==> src/rtl/series_serializer_pkg.sv <==
// Shared constants for the serializer and the serial pattern detectors it feeds:
// one-hot state encodings and the default word width.
package series_serializer_pkg;

  localparam logic [1:0] SER_IDLE   = 2'b01;
  localparam logic [1:0] SER_SHIFT  = 2'b10;
  localparam int         SER_DATA_W = 8;

endpackage

==> src/rtl/series_serializer.sv <==
// Parallel-to-serial converter with a one-word hold buffer for gapless streaming.
// Define SERIALIZER_PARITY_EN to append an even-parity bit after each word.
module series_serializer
  import series_serializer_pkg::*;
#(
  parameter int   DATA_W    = SER_DATA_W,
  parameter logic MSB_FIRST = 1'b1,
  parameter logic IDLE_BIT  = 1'b0
) (
  input  logic              clk,
  input  logic              rst_n,
  input  logic [DATA_W-1:0] in_data,
  input  logic              in_valid,
  output logic              in_ready,
  output logic              series,
  output logic              series_valid,
  output logic              busy
);

  localparam int CNT_W = $clog2(DATA_W + 1);
`ifdef SERIALIZER_PARITY_EN
  localparam logic [CNT_W-1:0] CNT_LAST  = CNT_W'(DATA_W);
  localparam logic [CNT_W-1:0] CNT_DLAST = CNT_W'(DATA_W - 1);
`else
  localparam logic [CNT_W-1:0] CNT_LAST  = CNT_W'(DATA_W - 1);
`endif

  logic [1:0]        state_reg;
  logic [DATA_W-1:0] sr_reg;
  logic [DATA_W-1:0] hr_reg;
  logic              hold_v_reg;
  logic [CNT_W-1:0]  cnt_reg;
  logic              series_reg;
  logic              series_valid_reg;
`ifdef SERIALIZER_PARITY_EN
  logic              parity_reg;
`endif

  // The bit at the "head" of a word is the one that goes out first.
  function automatic logic head_bit(input logic [DATA_W-1:0] w);
    if (MSB_FIRST) return w[DATA_W-1];
    else           return w[0];
  endfunction

  function automatic logic [DATA_W-1:0] advance(input logic [DATA_W-1:0] w);
    if (MSB_FIRST) return {w[DATA_W-2:0], 1'b0};
    else           return {1'b0, w[DATA_W-1:1]};
  endfunction

  logic              in_shift;
  logic              last_cycle;
  logic              accept;
  logic              load;
  logic [DATA_W-1:0] load_word;
  logic [DATA_W-1:0] sr_adv;

  assign in_ready   = !hold_v_reg;
  assign accept     = in_valid && !hold_v_reg;
  assign in_shift   = (state_reg == SER_SHIFT);
  assign last_cycle = in_shift && (cnt_reg == CNT_LAST);
  assign load       = last_cycle ? (hold_v_reg || accept) : (!in_shift && accept);
  // A pending held word always wins over a bypass at the word boundary.
  assign load_word  = (last_cycle && hold_v_reg) ? hr_reg : in_data;
  assign sr_adv     = advance(sr_reg);

  always_ff @(posedge clk or negedge rst_n) begin
    if (!rst_n) begin
      state_reg        <= SER_IDLE;
      sr_reg           <= '0;
      hr_reg           <= '0;
      hold_v_reg       <= 1'b0;
      cnt_reg          <= '0;
      series_reg       <= IDLE_BIT;
      series_valid_reg <= 1'b0;
`ifdef SERIALIZER_PARITY_EN
      parity_reg       <= 1'b0;
`endif
    end else begin
      if (load) begin
        state_reg        <= SER_SHIFT;
        sr_reg           <= load_word;
        series_reg       <= head_bit(load_word);
        series_valid_reg <= 1'b1;
        cnt_reg          <= '0;
`ifdef SERIALIZER_PARITY_EN
        parity_reg       <= ^load_word;
`endif
      end else if (in_shift && !last_cycle) begin
        sr_reg  <= sr_adv;
        cnt_reg <= cnt_reg + CNT_W'(1);
`ifdef SERIALIZER_PARITY_EN
        series_reg <= (cnt_reg == CNT_DLAST) ? parity_reg : head_bit(sr_adv);
`else
        series_reg <= head_bit(sr_adv);
`endif
      end else if (last_cycle) begin
        state_reg        <= SER_IDLE;
        series_reg       <= IDLE_BIT;
        series_valid_reg <= 1'b0;
        cnt_reg          <= '0;
      end

      if (last_cycle && hold_v_reg) begin
        hold_v_reg <= 1'b0;
      end else if (accept && !load) begin
        hr_reg     <= in_data;
        hold_v_reg <= 1'b1;
      end
    end
  end

  assign series       = series_reg;
  assign series_valid = series_valid_reg;
  assign busy         = in_shift || hold_v_reg;

endmodule

==> config.mk <==
export PLATFORM = sky130hd
export DESIGN_NAME = series_serializer
export DESIGN_NICKNAME = d
export VERILOG_FILES = /design/src/rtl/series_serializer_pkg.sv /design/src/rtl/series_serializer.sv
export SDC_FILE = /design/constraint.sdc
export NUM_CORES = 1
export LEC_CHECK = 0
export ABC_CLOCK_PERIOD_IN_PS = 2850
export BUFFER_PORTS_ARGS = -buffer_cell sky130_fd_sc_hd__buf_4
export CORE_MARGIN = 1.5
export CORE_UTILIZATION = 37
export CTS_CLUSTER_DIAMETER = 150
export DETAILED_ROUTE_END_ITERATION = 10
export PLACE_DENSITY = 0.65
export RECOVER_POWER = 25
export SYNTH_ARGS = -nofsm -noshare
export SYNTH_HDL_FRONTEND = slang
export SYNTH_SLANG_ARGS = --single-unit
export TNS_END_PERCENT = 5
==> constraint.sdc <==
create_clock -name clk -period 2.85 [get_ports clk]
set_clock_uncertainty 0.15 [all_clocks]
set_input_delay 0.57 -clock clk [delete_from_list [all_inputs] [get_ports clk]]
set_output_delay 0.57 -clock clk [all_outputs]
set_load 0.05 [all_outputs]
; ---- Word-level counts from Yosys, hierarchy flattened
; Index checks and enable logic that the tools add are counted.
[totals]
ff_bits = 24
input_bits = 11
out_inout_bits = 4
[op_classes]
n_addsub = 1
eq_ne = 3
n_mux = 17
bitwise = 1
reduce_logical = 18
[op_table]
columns = cell, n
row1 = 2-to-1 mux 7 bit, 2
row2 = 2-to-1 mux 4 bit, 3
row3 = 2-to-1 mux 1 bit, 8
row4 = 2-to-1 mux 8 bit, 1
row5 = logical AND 1 bit, 6
row6 = 2-to-1 mux 2 bit, 3
row7 = nonzero test 2 bit, 3
row8 = "adder 4 x 1 -> 4 bit, second input constant", 1
row9 = "== test 4 x 3 -> 1 bit, second input constant", 1
row10 = zero test 1 bit, 4
row11 = AND reduction 2 bit, 2
row12 = nonzero test 3 bit, 1
row13 = "== test 2 bit, second input constant", 1
row14 = logical OR 1 bit, 2
row15 = "inequality test 2 bit, second input constant", 1
row16 = NOT 1 bit, 1

; ---- Depth between registers and ports, before layout
; Gate-level depths: netlist of the first run.
[depth]
ltp_word = 8
mapped_depth = 6

; ---- Worst setup path after synthesis of the first run
; No wires, ideal clock.
[synth_timing]
kind = register -> output
start = register state_reg[1]
end = output port busy
arrival_ps = 1237
path_slack_ps = 893
stages_incl_launch_ff = 3
cell_sequence = dfrtp_1 -> nand2b_1 -> nand2_1
[synth_via]
elab_chain_len = 2
[synth_lines]
columns = item, line
row1 = from (decl), series_serializer.sv:28  ; logic [1:0] state_reg;
row2 = from (signal assigned), series_serializer.sv:68  ; state_reg <= SER_IDLE;
row3 = from (signal assigned), series_serializer.sv:80  ; state_reg <= SER_SHIFT;
row4 = from (signal assigned), series_serializer.sv:97  ; state_reg <= SER_IDLE;
row5 = == test 2 bit, series_serializer.sv:59  ; assign in_shift = (state_reg == SER_SHIFT);
row6 = logical OR 1 bit, series_serializer.sv:114  ; assign busy = in_shift || hold_v_reg;
row7 = to (decl), series_serializer.sv:17  ; output logic busy
; No other way between the ends.

; ---- Worst setup path in the final report of the first run
[layout_timing]
start = register state_reg[0]
end = output port busy
; Same word-level chain as after synthesis.

==> results of run 1 <==
-- per-layer routing --
metal / vias up / global-route usage (%) / wire [um]
met5: - / 0 / 0
met4: 0 / 5.844 / 21
met3: 2 / 2.838 / 55
met2: 9 / 22.45 / 1078
met1: 414 / 20.94 / 1132
li1: 415 / - / -
-- cells in the final DEF (no fill, tap or decap), drive strengths merged, types with 2 or more instances in the layout --
cell	synthesis	layout
nand2b	2	2
a21oi	10	10
mux2	8	8
nand2	14	14
a32oi	6	6
o21ai	5	5
clkbuf	0	4
buf	3	14
dfrtp	22	22
nand3b	2	2
nand3	9	9
inv	8	8
nor2	6	6
-- kinds of logic after synthesis --
group,share of synthesized area [%]
buffers and inverters,4.909
multiplexers,11.10
adder cells (fa/ha/maj),1.067
flip-flops,49.20
AO/OA/AOI/OAI,14.51
XOR/XNOR,0.7472
AND/OR/NAND/NOR,18.47
-- layout make-up --
| type | count | area (sq um) |
|---|---|---|
| inverter | 8 | 30.03 |
| multi-input combinational | 74 | 538.0 |
| fill | 288 | 1682 |
| timing repair buffer | 16 | 118.9 |
| tap | 44 | 55.05 |
| clock buffer | 3 | 22.52 |
| sequential | 23 | 576.8 |
| clock inverter | 1 | 5.005 |
-- worst max-delay path, delay by kind of cell, from the launching register on --
kind | cells | cell delay [ns]
AND/OR/NAND/NOR | 2 | 0.26
buffers and inverters | 1 | 0.19
flip-flops | 1 | 0.58
-- timing repair --
| action | 4_1_cts | 5_1_grt |
|---|---|---|
| buffers inserted | 0 | 0 |
| hold buffers | 1 | 0 |
| endpoints found under the hold margin | 22 | 0 |
-- where the power goes --
group	internal (mW)	leakage [nW]	total [mW]	switching, mW
sequential	0.486	0.276	0.594	0.108
clock	0.0524	0.0177	0.153	0.100
combinational	0.329	0.322	0.759	0.430
total	0.867	0.615	1.51	0.639
-- final timing paths --
kind | end | slack (ns)
worst min register to register | sr_reg[1] | 0.38
min in group asynchronous | sr_reg[1] | 0.87
worst max register to register | hr_reg[2] | 0.85
max in group asynchronous | cnt_reg[2] | 0.96
worst min-delay path | hr_reg[5] | 0.34
worst max-delay path | busy | 0.79
-- stage by stage --
stage          std cells  power, mW  util [%]
2_1_floorplan        108      1.212         -
3_3_place_gp         164      1.332     43.35
3_5_place_dp         164      1.364     43.35
4_1_cts              169      1.519     44.59
5_1_grt              169      1.620     44.46
6_report             169      1.507     44.46
==> results.md, run 1 <==
* Flip-flop count of the largest register after layout at 8
* Worst Hold Class: primary input to flip-flop
* Crit end category: primary output
* # H-tree levels at 1
* Drt wl/cell at between 10 and 15 um
* Top cells by area, synth: dfrtp_1 47%, mux2_4 10%, a32oi_1 4.5%
* Vias in the first global route at 856
* Hold Fails Final Rpt at 0
* Final setup margin at 0.7914 ns
* Clk Latency, worst-skew pair at roughly 0.31 ns
* Largest net degree at the start of global routing at 24
* Number of flops mapped to enable cells by yosys at 0
* Max rail drop VDD at 0.2759 mV
* Fin crit share at 72.23%
* First-pass GRT wire length at around 3.8 mm
* Synth cell count leaders: 22 x dfrtp_1, 13 x nand2_1, 10 x a21oi_1
* Ant diodes at 0
* Vias at 840
* Final hold slack at between 0.3 and 0.4 ns
* Status: complete, no violations
* DIE AREA at between 3000 and 4000 sq um
* Worst Setup Start Kind: flip-flop
* Max Clk Rate at approximately 0.49 GHz
* Post-synth ARST share at 100.0%
* Number of synthesized register bits at 23
* Clk sinks at 23
* Synth Area per Inst at roughly 11 sq um
* RR Startpoint: cnt_reg[0]
* Critical Path Max Stage Delay at between 0.5 and 0.6 ns
* Clk buf depth at 2
* Slew @ Worst Pin at 1.216 ns
* Post-route DRC violation count at 0
* Mapped cell area at ~1200 sq um
* Total wire length at around 2.3 mm
* Leak at around 0.6 nW
* CTS Buf Count at 3
* Top-area cell type share of the netlist area at a little under half
* Dominant synthesized flop cell: dfrtp_1
* DRT Pass-1 Iters at 4
* Slowest CP cell: dfstp_2
* Post-synthesis sequential area ratio at 49.20%
* Port Buffers at 14
* Clock transition at path regs at 0.13 ns
* Die height at roughly 59 um
* Area growth from synthesis to layout at 14.83%
* Detail Placement HPWL at about 1.7 mm
* Cells after synthesis at between 100 and 150
* Worst Reg2Reg Path Length in Cells at 5
* Finished Cell Area at approximately 1300 sq um
* Worst Setup SP: state_reg[0]
* Total GRT Usage at between 10% and 20%
* Grt ovf at 0
* Routed Antenna Nets at 0
* Initial core utilization at between 30% and 40%
* Headroom to the max-slew limit at a little under a fifth
* Max-Cap Viols at 0
* Worst hold start: in_data[5]
* Initial DRC count at 15
* RSZ-0062 raised after global routing: no
* Crit path arrival time at approximately 1.3 ns
* Hold path cells at 2
* DR vias/cell at just under 5
* CTS tree: done
* Core box area at 3028 sq um
* Placement Cell Area at around 1300 sq um
* Critical Path, Cell by Cell: nand2b_1, nand2_1, buf_4
* Die width at roughly 59 um
* Setup_tns at 0 ns
* Net Count, Synth at 120
* NumNets Final at approximately 140
* Setup CP Type: flip-flop to primary output
* Initial antenna violation count at 0
* Max FO, Critical Path at 6
* Placement Setup Slack at 0.8634 ns
* Ports at 15
* PwrDens at between 1000 and 1500 nW/um^2
* Ratio of cells with drive above 1 in the final layout at around 26%
* Synth area leader: dfrtp_1
* Row cnt at 20
* Ys Warns at 0
* Max Slew Vio Count at 0
* Synth cell types at 29
* Final setup violation count at 0
* CTS Root Cell: clkbuf_4
* GPL Wtd Cong at approximately 0.8
* Fin crit period at around 2.1 ns
* Post_cts resized at 0
* Cell with the most instances after synthesis: dfrtp_1
* WP data required at ~2.1 ns
Power figures use the tool's default switching activity.
==> run 2, diff against run 1 <==
--- a/config.mk
+++ b/config.mk
@@ -5,7 +5,7 @@
 export SDC_FILE = /design/constraint.sdc
 export NUM_CORES = 1
 export LEC_CHECK = 0
-export ABC_CLOCK_PERIOD_IN_PS = 2850
+export ABC_CLOCK_PERIOD_IN_PS = 2000
 export BUFFER_PORTS_ARGS = -buffer_cell sky130_fd_sc_hd__buf_4
 export CORE_MARGIN = 1.5
 export CORE_UTILIZATION = 37
==> constraint.sdc (replaced) <==
create_clock -name clk -period 2 [get_ports clk]
set_clock_uncertainty 0.15 [all_clocks]
set_input_delay 0.4 -clock clk [delete_from_list [all_inputs] [get_ports clk]]
set_output_delay 0.4 -clock clk [all_outputs]
set_load 0.05 [all_outputs]
==> run 2 against run 1 <==
Flip-flop and latch count unchanged. Utilization up 0.74 points. Global-route usage up 0.34 points. Critical path depth unchanged. Setup slack worse by 0.69 ns. Worst hold slack worse by 0.17 ns. Via count up 4.2%. Sequential share of layout area down 0.70 points. Cell count up 1.8%.
==> results.md, run 2 (synthesis gave the netlist of run 1 again) <==
* Ant diodes at 0
* Largest net degree at the start of global routing at 24
* Clock transition at path regs at 0.13 ns
* Routed Antenna Nets at 0
* Max-Cap Viols at 0
* GPL Wtd Cong at between 0.8 and 0.9
* Slowest CP cell: dfstp_2
* CTS Root Cell: clkbuf_4
* Post-route DRC violation count at 0
* Most frequent cells in the layout: 22 x dfrtp_1, 17 x buf_4, 13 x nand2_1
* PwrDens at between 1500 and 2000 nW/um^2
* Area growth from synthesis to layout at 16.76%
* Worst Hold Class: primary input to flip-flop
* Headroom to the max-slew limit at 61.46%
* Total GRT Usage at between 10% and 20%
* DR vias/cell at 5.087
* Clk Latency, worst-skew pair at 0.31 ns
* Max rail drop VDD at 0.5108 mV
* Core box area at around 3000 sq um
* Fillers at ~290
* RR Startpoint: cnt_reg[0]
* Vias at roughly 880
* Post-layout util at between 40% and 50%
* Grt ovf at 0
* Worst Setup Start Kind: flip-flop
* Max FO, Critical Path at 6
* DIE AREA at approximately 3500 sq um
* CTS tree: done
* Leak at between 0.6 and 0.7 nW
* Post-CTS Setup Inserts at 0
* Switching pwr at 0.9114 mW
* Worst R2R Setup Slack at around 0.14 ns
* Worst R2R End: sr_reg[2]
* Setup_tns at 0 ns
* Final setup margin at 0.1016 ns
* Finished Cell Area at roughly 1400 sq um
* Most common cell after layout, fill and taps aside: dfrtp_1
* WP data required at 1.45 ns
* Die height at roughly 59 um
* Ratio of cells with drive above 1 in the final layout at 27.34%
* Drt wl/cell at 13.63 um
* Clk buf depth at 2
* Status: complete, no violations
* Switching share of power at just over 40%
* Initial antenna violation count at 0
* Clk sinks at 23
* Max Slew Vio Count at 0
* Vias in the first global route at about 860
* Ports at 15
* Initial DRC count at 21
* Initial core utilization at 38.72%
* Row cnt at 20
* Crit path arrival time at around 1.4 ns
* Slew @ Worst Pin at slightly below 0.6 ns
* Placement Cell Area at around 1300 sq um
* Worst Reg2Reg Path Length in Cells at 5
* Flip-flop count of the largest register after layout at 8
* NumNets Final at 141
* Flop pwr share at approximately two fifths
* Final non-filler cell total at approximately 170
* Fin crit period at approximately 1.9 ns
* # H-tree levels at 1
* Critical Path, Cell by Cell: nand2b_1, nand2_1, buf_4
* Fin crit share at between 90% and 100%
* Die width at a little under 60 um
* RSZ-0062 raised after global routing: no
* Final setup violation count at 0
* Placement Setup Slack at roughly 0.17 ns
* Clock share of power at around a tenth
* Critical Path Max Stage Delay at 0.58 ns
* Detail Placement HPWL at 1.698 mm
* Total wire length at 2.344 mm
* Worst setup endpoint: busy
* Placed insts at 167
* First-pass GRT wire length at ~4 mm
* Cell Int Power at about 1.3 mW
* Max Clk Rate at about 0.53 GHz
* Port Buffers at 14
* CTS Buf Count at 3
* Hold Fails Final Rpt at 0
* Crit end category: primary output
* Comb pwr share at 51.8%
* Setup CP Type: flip-flop to primary output
* DRT Pass-1 Iters at 4
* Worst Setup SP: state_reg[0]
-- run 2: layout make-up --
type	instances	area [sq um]	area share [%]
Clock buffer	4	26.28	1.920
Inverter	8	30.03	2.194
Multi-Input combinational cell	74	538.0	39.31
Sequential cell	23	576.8	42.14
Tap cell	44	55.05	4.022
Timing Repair Buffer	19	142.6	10.42
-- run 2: worst min-delay path by stage --
stage / endpoint / startpoint / slack (ns) / cells past startpoint
6_report: hr_reg[0] / in_data[0] / 0.17 / 2
5_1_grt: hr_reg[6] / in_data[6] / 0.16 / 2
2_1_floorplan: cnt_reg[0] / rst_n / -0.05 / 0
4_1_cts: hr_reg[6] / in_data[6] / 0.16 / 2
3_5_place_dp: cnt_reg[2] / rst_n / 0.16 / 1
3_3_place_gp: cnt_reg[2] / rst_n / 0.16 / 1
-- run 2: stage by stage --
| stage | total power [mW] | hold slack [ns] |
|---|---|---|
| after global routing | 2.371 | 0.1565 |
| after floorplan | 1.727 | -0.04559 |
| final | 2.200 | 0.1684 |
| after global placement | 1.953 | 0.1602 |
| after CTS | 2.212 | 0.1635 |
| after detailed placement | 1.988 | 0.1605 |
-- run 2: what timing repair did --
item	CTS	global route
hold endpoints to repair	22	0
hold buffers	1	0
gates resized for setup	0	0
-- run 2: worst max-delay path, delay by kind of cell, from the launching register on --
family        cells  cell delay [ns]
buf+inv           1             0.19
flops             1             0.58
simple gates      2             0.28
-- run 2: routing by layer --
metal | GRT usage, % | up-vias | routed length [um]
met3 | 1.965 | 5 | 60
met2 | 24.33 | 12 | 1141
met5 | 0 | - | 0
met1 | 20.44 | 437 | 1098
met4 | 6.818 | 0 | 44
li1 | - | 421 | -
-- run 2: power groups by stage --
stage,Clock [mW],Sequential [mW],Combinational [mW]
after floorplan,0,0.879,0.848
after global placement,0,0.847,1.11
after CTS,0.224,0.841,1.15
final,0.217,0.843,1.14
after detailed placement,0,0.848,1.14
after global routing,0.241,0.868,1.26
